`src/rtl/pipe_reg_memwb.sv`:
```
// MEM/WB pipeline stage register with valid tracking, stall/flush and a registered write-back select.
// Optional retired/bubble performance counters are built in when PIPE_MEMWB_PERF_EN is defined.
module pipe_reg_memwb #(
    parameter int unsigned DATA_WIDTH     = 32,
    parameter int unsigned REG_ADDR_WIDTH = 5,
    parameter int unsigned MEMTOREG_WIDTH = 2
`ifdef PIPE_MEMWB_PERF_EN
    ,parameter int unsigned CNT_WIDTH     = 32
`endif
) (
    input  logic                      clk,
    input  logic                      reset,
    input  logic                      enable,
    input  logic                      flush,
    input  logic                      valid_in,
    input  logic                      reg_write_in,
    input  logic [MEMTOREG_WIDTH-1:0] mem_to_reg_in,
    input  logic [DATA_WIDTH-1:0]     alu_result_in,
    input  logic [DATA_WIDTH-1:0]     mem_data_in,
    input  logic [DATA_WIDTH-1:0]     pc_plus4_in,
    input  logic [REG_ADDR_WIDTH-1:0] write_reg_in,
    output logic                      valid_out,
    output logic                      reg_write_out,
    output logic [MEMTOREG_WIDTH-1:0] mem_to_reg_out,
    output logic [REG_ADDR_WIDTH-1:0] write_reg_out,
    output logic [DATA_WIDTH-1:0]     wb_data_out,
    output logic                      wb_we_out
`ifdef PIPE_MEMWB_PERF_EN
    ,output logic [CNT_WIDTH-1:0]     retired_cnt
    ,output logic [CNT_WIDTH-1:0]     bubble_cnt
`endif
);

    localparam logic [MEMTOREG_WIDTH-1:0] SEL_ALU = MEMTOREG_WIDTH'(0);
    localparam logic [MEMTOREG_WIDTH-1:0] SEL_MEM = MEMTOREG_WIDTH'(1);
    localparam logic [MEMTOREG_WIDTH-1:0] SEL_PC4 = MEMTOREG_WIDTH'(2);

    typedef struct packed {
        logic                      valid;
        logic                      reg_write;
        logic [MEMTOREG_WIDTH-1:0] mem_to_reg;
        logic [REG_ADDR_WIDTH-1:0] write_reg;
        logic [DATA_WIDTH-1:0]     alu_result;
        logic [DATA_WIDTH-1:0]     mem_data;
        logic [DATA_WIDTH-1:0]     pc_plus4;
    } stage_t;

    stage_t stage_q, stage_d;

    // Next-state: flush kills the slot even while stalled; otherwise load or hold.
    always_comb begin
        stage_d = stage_q;
        if (flush) begin
            stage_d = '0;
        end else if (enable) begin
            stage_d.valid      = valid_in;
            stage_d.reg_write  = reg_write_in;
            stage_d.mem_to_reg = mem_to_reg_in;
            stage_d.write_reg  = write_reg_in;
            stage_d.alu_result = alu_result_in;
            stage_d.mem_data   = mem_data_in;
            stage_d.pc_plus4   = pc_plus4_in;
        end
    end

    always_ff @(posedge clk) begin
        if (reset) begin
            stage_q <= '0;
        end else begin
            stage_q <= stage_d;
        end
    end

    assign valid_out      = stage_q.valid;
    assign reg_write_out  = stage_q.reg_write;
    assign mem_to_reg_out = stage_q.mem_to_reg;
    assign write_reg_out  = stage_q.write_reg;

    // Write-back source select; unused encodings drive zero.
    always_comb begin
        wb_data_out = '0;
        case (stage_q.mem_to_reg)
            SEL_ALU: wb_data_out = stage_q.alu_result;
            SEL_MEM: wb_data_out = stage_q.mem_data;
            SEL_PC4: wb_data_out = stage_q.pc_plus4;
            default: wb_data_out = '0;
        endcase
    end

    assign wb_we_out = stage_q.valid & stage_q.reg_write & (stage_q.write_reg != '0);

`ifdef PIPE_MEMWB_PERF_EN
    logic [CNT_WIDTH-1:0] retired_q, retired_d;
    logic [CNT_WIDTH-1:0] bubble_q,  bubble_d;

    // Count the slot leaving the stage on each productive edge; saturate at all-ones.
    always_comb begin
        retired_d = retired_q;
        bubble_d  = bubble_q;
        if (enable && !flush) begin
            if (stage_q.valid) begin
                if (retired_q != '1) retired_d = retired_q + CNT_WIDTH'(1);
            end else begin
                if (bubble_q != '1) bubble_d = bubble_q + CNT_WIDTH'(1);
            end
        end
    end

    always_ff @(posedge clk) begin
        if (reset) begin
            retired_q <= '0;
            bubble_q  <= '0;
        end else begin
            retired_q <= retired_d;
            bubble_q  <= bubble_d;
        end
    end

    assign retired_cnt = retired_q;
    assign bubble_cnt  = bubble_q;
`endif

endmodule

```
`config.mk`:
```
export PLATFORM = sky130hd
export DESIGN_NAME = pipe_reg_memwb
export DESIGN_NICKNAME = d
export VERILOG_FILES = /design/src/rtl/pipe_reg_memwb.sv
export SDC_FILE = /design/constraint.sdc
export NUM_CORES = 1
export LEC_CHECK = 0
export ABC_CLOCK_PERIOD_IN_PS = 1800
export BUFFER_PORTS_ARGS = -buffer_cell sky130_fd_sc_hd__buf_2
export CAP_MARGIN = 20
export CORE_MARGIN = 2
export CORE_UTILIZATION = 55
export CTS_BUF_LIST = sky130_fd_sc_hd__clkbuf_8
export DETAILED_ROUTE_END_ITERATION = 10
export PLACE_DENSITY_LB_ADDON = 0.1
export SETUP_SLACK_MARGIN = 0.02
export SYNTH_ARGS = -nofsm -noshare
export SYNTH_HDL_FRONTEND = slang
export SYNTH_SLANG_ARGS = --single-unit
```
`constraint.sdc`:
```
create_clock -name clk -period 1.8 [get_ports clk]
set_input_delay 0.27 -clock clk [delete_from_list [all_inputs] [get_ports clk]]
set_output_delay 0.27 -clock clk [all_outputs]
set_load 0.1 [all_outputs]
```
* Word-level counts from Yosys, hierarchy flattened *
Index checks and enable logic that the tools add are counted.

storage, ports and cells
  bits in read-only memories = 0
  bits in latches = 0
  memory bits (writable) = 0
  register bits after elaboration = 105
  logic and storage cells = 15
  memories kept = 0
  output and inout bits = 42
  input port bits = 109

cells by class
  reduce and logical (&&, ||, !) cells = 3
  mux-type cells = 1
  add/subtract/negate cells = 0
  $mul = 0
  shift-type cells = 0
  order comparisons = 0
  divide/modulo/power cells = 0
  eq/ne operators = 2
  bitwise operators = 2

operators by type and width
  cell                                                 count
  case mux 32 bit (3 select lines)                     1
  nonzero test 5 bit                                   1
  AND 1 bit                                            2
  equality test 2 x 1 -> 1 bit, second input constant  1
  equality test 2 bit, second input constant           1
  zero test 2 bit                                      1
  OR reduction 2 bit                                   1

* Logic depth before layout (Yosys ltp) *
Gate-level depths: netlist of the first run.

  depth after elaboration = 2
  depth in mapped cells = 5
  depth with buffers taken out = 2

* Worst setup path after synthesis of the first run *
Ideal clock, no wire load.

  path type = register to output
  start = register stage_q (netlist bit mem_to_reg_out[0])
  end = output port wb_data_out[10]
  data arrival time = 2209 ps
  stages on the path, launching flop included = 5
  slack = -679 ps
  data required time = 1530 ps
  path buffers = 2
  path through = dfxtp_1 buf_4 buf_4 mux2i_1 o2bb2ai_1

on the way
  word-level cells in the longest chain between the ends = 2
  elaborated cells between the ends (all ways) = 4
  those cells by class = eq/ne: 2; mux: 1; reduce/logical: 1

ends and longest elaborated chain
  what                                               line  text
  start: declaration                                 48    stage_t stage_q, stage_d;
  start signal: assignment                           70    stage_q <= stage_d;
  equality test 2 bit, or another cell as far along  82    case (stage_q.mem_to_reg)
  case mux 32 bit (3 select lines) (*)               82
  end: declaration                                   26    output logic [DATA_WIDTH-1:0] wb_data_out,

Mark *: on every way between the ends. The rest lies on a longest branch, timed or not.

* Worst setup path after layout of the first run *
  start = register stage_q (netlist bit mem_to_reg_out[0])
  end = output port wb_data_out[9]

The elaborated chain is that of the path after synthesis.

==> metrics.txt, run 1 <==
outcome finished, violations left; violated checks negative setup slack; Pleak between 0.002 and 0.003 uW; main combinational cell family by area after synthesis multiplexers; vias per cell ~5.5; DR iter-0 viols 115; port bufs 150; # diodes 0; worst min-delay path class in -> reg; Yosys reg bits approximately 110; WL final around 14000 um; unrepaired setup endpoints after global routing yes; Via Count approximately 3700; total power just under 5000 uW; Crit. End Element output port; CP Max Fanout 25; XOR/XNOR Fraction of Synth Area 0%; Final setup violation count 33; Max VDD drop roughly 570 uV; initial antenna violation count 0; Post-synth EDFFs 0; Synth-to-Final Area Change 53.34%; Final period util 108.5%; final hold violations 0; Worst-Skew Late Latency between 0.3 and 0.4 ns; top post-synthesis cells by count mux2i_1, dfxtp_1, nor2_1; vias in the first global route just under 4000; Synth Area in Adders 0%; CORE AREA between 7000 and 8000 sq um; CP Launch Type flop; CP Class reg -> out; dpl cells 648; Netlist cell types 12; Die Ht between 90 and 100 um; Post-Synth Simple-Gate Area a little under a tenth; die area between 8000 and 9000 sq um; Final ANT Viol Nets 0; Seq/Total Area, Yosys 46.80%; PwrDens ~720 nW/um^2; CP arrival roughly 1.7 ns; Sinks on Clock Net about 110; Worst Path Required ~1.5 ns; cell area after synthesis about 4500 sq um; clk slew on worst S/H paths roughly 0.1 ns; dominant cell type by area after synthesis dfxtp_1; Pre-antenna DRT Iters 4; Final Non-Filler Cells ~670; Die Wd around 94 um; Period minus WS final approximately 2.0 ns; most common cell in the netlist mux2i_1; largest net degree at the start of global routing roughly 110; Relative slew margins between 60% and 70%; Reg2Reg Depth 3; layout cells sized above 1 between 40% and 50%; All-Layer GR Usage a little under a third; hold depth 3; hold buffers post-CTS 0; maximum root-to-sink buffer count 2; Ys Warns 0; compound-gate portion of the synthesized area 6.462%; number of placed I/O pins ~150; wire per inst 20.19 um; # rows 32; CTS tree yes; maxcap violations 0; setup ws final -0.1529 ns; post-synthesis mux area share 30.53%; synth top area cells dfxtp_1, mux2i_1, nor2_1; top_reg_cell synth dfxtp_1; clk_skew 0 ns; first-pass GRT wire length between 20000 and 25000 um; total congestion overflow 0; Starting Density between 50% and 60%; Layout Nets a little under 700; Post-Synthesis Cells about 430; hpwl dp 7852 um; Placer Congestion roughly 0.73; H-Tree Depth 3; max-slew violation count 0; Post-route DRC 0; Mapped Nets between 500 and 600; pin slew with the least headroom to its limit 0.4990 ns; Avg Inst Size Synth 10.54 sq um; Synth top area share a little under half; Root Driver clkbuf_8; total CTS buffers 9; Peak Freq 0.5121 GHz; Async SR Flop Fraction 0%
-- cell usage in the layout (no fill, tap or decap) --
cell	instances
bufinv_16	1
clkbuf_8	9
inv_1	3
or3_4	1
clkinvlp_4	2
o311a_4	1
mux2i_1	118
clkinv_4	1
buf_2	114
dfxtp_2	4
nor2b_4	1
clkbuf_16	1
or2_4	1
dfxtp_1	99
buf_16	3
buf_4	8
o2bb2ai_4	31
buf_6	3
buf_12	44
dfxtp_4	2
mux2i_2	14
o2bb2ai_2	1
mux2i_4	5
nor2_1	105
-- through the flow --
step	setup slack (ns)	hold slack (ns)	util (%)	TNS (ns)	cell area, sq um
finish	-0.1529	0.1379	88.22	-3.907	6888
global route	-0.1731	0.1429	88.22	-5.001	6888
CTS	-0.1139	0.1299	86.59	-2.881	6760
detailed placement	0.2219	0.4797	81.35	0	6351
global placement	0.2391	0.4719	81.35	0	6351
floorplan	-0.1376	0.4171	-	-0.1376	5062
-- what timing repair did --
action                     4_1_cts  5_1_grt
pin swaps                        1        0
gates resized for setup         28       11
setup endpoints to repair       33       33
buffers inserted                 6        0
gates cloned                     2        1
-- report_power, final --
part	internal, uW	total (uW)	leakage, uW	switching [uW]
Clock	633	1450	0.0000992	815
Sequential	2400	2470	0.000859	68.5
Combinational	449	1060	0.00196	609
Total	3480	4970	0.00292	1490
-- metal layers --
layer  wire length, um  share of wire, %  track usage [%]
met5                 0                 0           0.5952
met3               838               6.2            6.145
met1              5197                38            35.61
met2              7166                53            55.30
met4               406               3.0            13.77
-- critical path, cell delays in order, from the launching register on --
cell	delay, ns
dfxtp_4	0.38
buf_12	0.25
mux2i_2	0.37
o2bb2ai_4	0.12
buf_12	0.17
-- path summary, 6_finish.rpt --
kind / from / to / slack (ns)
worst max-delay path: mem_to_reg_out[0] / wb_data_out[9] / -0.15
worst min-delay path: alu_result_in[23] / stage_q[87] / 0.14
worst max register to register: mem_to_reg_out[1] / mem_to_reg_out[1] / 0.75
worst min register to register: stage_q[92] / stage_q[92] / 0.51
-- kinds of logic (layout without fill, tap and decap cells) --
| logic type | after synthesis | count (layout) |
|---|---|---|
| AO/OA/AOI/OAI | 33 | 33 |
| buffers and inverters | 43 | 189 |
| flip-flops | 105 | 105 |
| multiplexers | 137 | 137 |
| AND/OR/NAND/NOR | 108 | 108 |
-- state kept, by name, summed over array words and instances, names as in the netlist --
signal / count
stage_q: 96
write_reg_out: 5
mem_to_reg_out: 2
reg_write_out: 1
valid_out: 1
-- layout make-up --
cell class	instances	area [sq um]
clock buffer	9	123.9
clock inverter	7	65.06
sequential	105	2115
multi-input combinational	278	2804
tap	102	127.6
timing repair buffer	173	1653
fill	344	919.6
(Power assumes the default switching activity.)
==> run 2, diff against run 1 <==
- CORE_UTILIZATION: 55 -> 56
- RECOVER_POWER: default -> 25
==> run 2 against run 1 <==
Against the previous run:
- the flow still finishes with violations (negative setup slack)
- via count increased by 3.6%
- critical path depth unchanged
- core utilization grew 1.8 points
- sequential share of layout area fell by 0.47 points
- wire length up 9.5%
- clock skew is the same
- design area rose by 1.5%
- sequential cell count unchanged
- first-iteration DRC count rose by 35%
==> metrics.txt, run 2 (synthesis results as in run 1) <==
setup tns final -4.458 ns; Period minus WS final roughly 2.0 ns; violated checks negative setup slack; multi-input combinational cell area 2915 sq um; clk slew on worst S/H paths ~0.11 ns; Final period util 110.8%; layout cells sized above 1 43.73%; highest routed layer met4; hold buffers post-CTS 0; dpl cells 649; die area 8753 sq um; Peak Freq roughly 0.50 GHz; # rows 32; Final ANT Viol Nets 0; design area ~7000 sq um; H-Tree Depth 3; PwrDens just over 700 nW/um^2; placed inst area 6371 sq um; largest register by flop count stage_q; All-Layer GR Usage roughly a third; clock share of power slightly below 30%; # diodes 0; vias in the first global route between 3000 and 4000; commonest non-fill, non-tap cell in the layout mux2i_1; sequential share of power a little under 50%; WL final about 15000 um; max-slew violation count 0; DR iter-0 viols roughly 160; Root Driver clkbuf_8; Max VDD drop roughly 550 uV; CP Max Fanout 11; most frequent cells in the layout mux2i_1, buf_2, nor2_1, dfxtp_1, buf_12; Via Count about 3800; CORE AREA 7767 sq um; port bufs 150; total congestion overflow 0; Register Area between 2000 and 2500 sq um; Final Non-Filler Cells 676; Net Sw Power between 1500 and 2000 uW; setup ws final -0.1936 ns; Layout Nets ~680; Relative slew margins a little under a third; filler instances 309; Cell Int Power approximately 3500 uW; Pleak between 0.002 and 0.003 uW; hpwl dp 8136 um; Worst Path Required 1.53 ns; total power roughly 5000 uW; clk_skew 0 ns; initial antenna violation count 0; Net Sw Frac a little under a third; maxcap violations 0; Starting Density 57.83%; Logic pwr share a little over a fifth; Crit. End Element output port; CP arrival ~1.7 ns; worst min-delay path class in -> reg; total CTS buffers 9; Die Ht 93.56 um; Post-route DRC 0; maximum root-to-sink buffer count 2; Final setup violation count 33; outcome finished, violations left; number of placed I/O pins 151; unrepaired setup endpoints after global routing yes; vias per cell around 5.7; Worst-Skew Late Latency roughly 0.36 ns; Pre-antenna DRT Iters 4; Die Wd 93.56 um; final hold violations 0; CP Launch Type flop; WL met2 roughly 7800 um; wire per inst around 22 um; Sinks on Clock Net between 100 and 150; Largest register FFs 96; Placer Congestion between 0.8 and 0.9; setup slack at placement about 0.20 ns; CP Class reg -> out; largest net degree at the start of global routing 41; wl on met1 roughly 5500 um; Synth-to-Final Area Change 55.65%; met3 routed WL just over 900 um; pin slew with the least headroom to its limit roughly 1.0 ns; first-pass GRT wire length just over 20000 um; CTS tree yes
==> run 2: cell count changes in the layout (fill, tap and decap cells not counted), moves of 2 or more <==
cell      change
buf_12        -4
clkbuf_2      +3
buf_16        +2
mux2i_2       -7
mux2i_4      +10
mux2i_1       -3
==> run 2: worst max-delay path, cell delays in order, from the launching register on <==
cell	delay [ns]
dfxtp_4	0.38
buf_4	0.30
mux2i_2	0.36
o2bb2ai_4	0.13
buf_12	0.18
==> run 2: power by group through the flow <==
stage                     clock (uW)  combinational, uW  sequential, uW
final                           1440               1080            2480
after global routing            1540               1120            2480
after CTS                       1440               1050            2470
after detailed placement           0                985            2510
after global placement             0                961            2500
after floorplan                    0                659            2500
==> run 2: final timing paths <==
kind / start / endpoint / slack (ns) / cells past startpoint
hold / removal: pc_plus4_in[5] / stage_q[5] / 0.12 / 3
setup / recovery: mem_to_reg_out[0] / wb_data_out[7] / -0.19 / 4
hold reg to reg: stage_q[47] / stage_q[47] / 0.52 / 2
setup reg to reg: mem_to_reg_out[0] / mem_to_reg_out[0] / 0.65 / 5
==> run 2: area by class of cell <==
cell class,instances,share of cell area (%)
Multi-Input combinational cell,278,41.70
Clock buffer,9,1.772
Tap cell,102,1.825
Timing Repair Buffer,175,23.55
Sequential cell,105,30.23
Clock inverter,7,0.9306
==> run 2: per-stage QoR <==
stage	utilization (%)	hold slack [ns]
global placement	82.02	0.4707
finish	90.01	0.1151
floorplan	-	0.4171
CTS	89.50	0.1196
detailed placement	82.02	0.4799
global route	90.01	0.1347
==> run 2: timing repair <==
item,CTS,global route
setup buffers,5,2
gates resized for setup,49,6
endpoints found under the setup margin,33,33
gates cloned,3,1
pin swaps,1,0
==> run 2: metal layers <==
layer	GRT usage, %	vias up
met1	35.73	1875
met3	8.783	56
met5	0	-
met4	11.59	0
li1	-	1756
met2	55.82	151
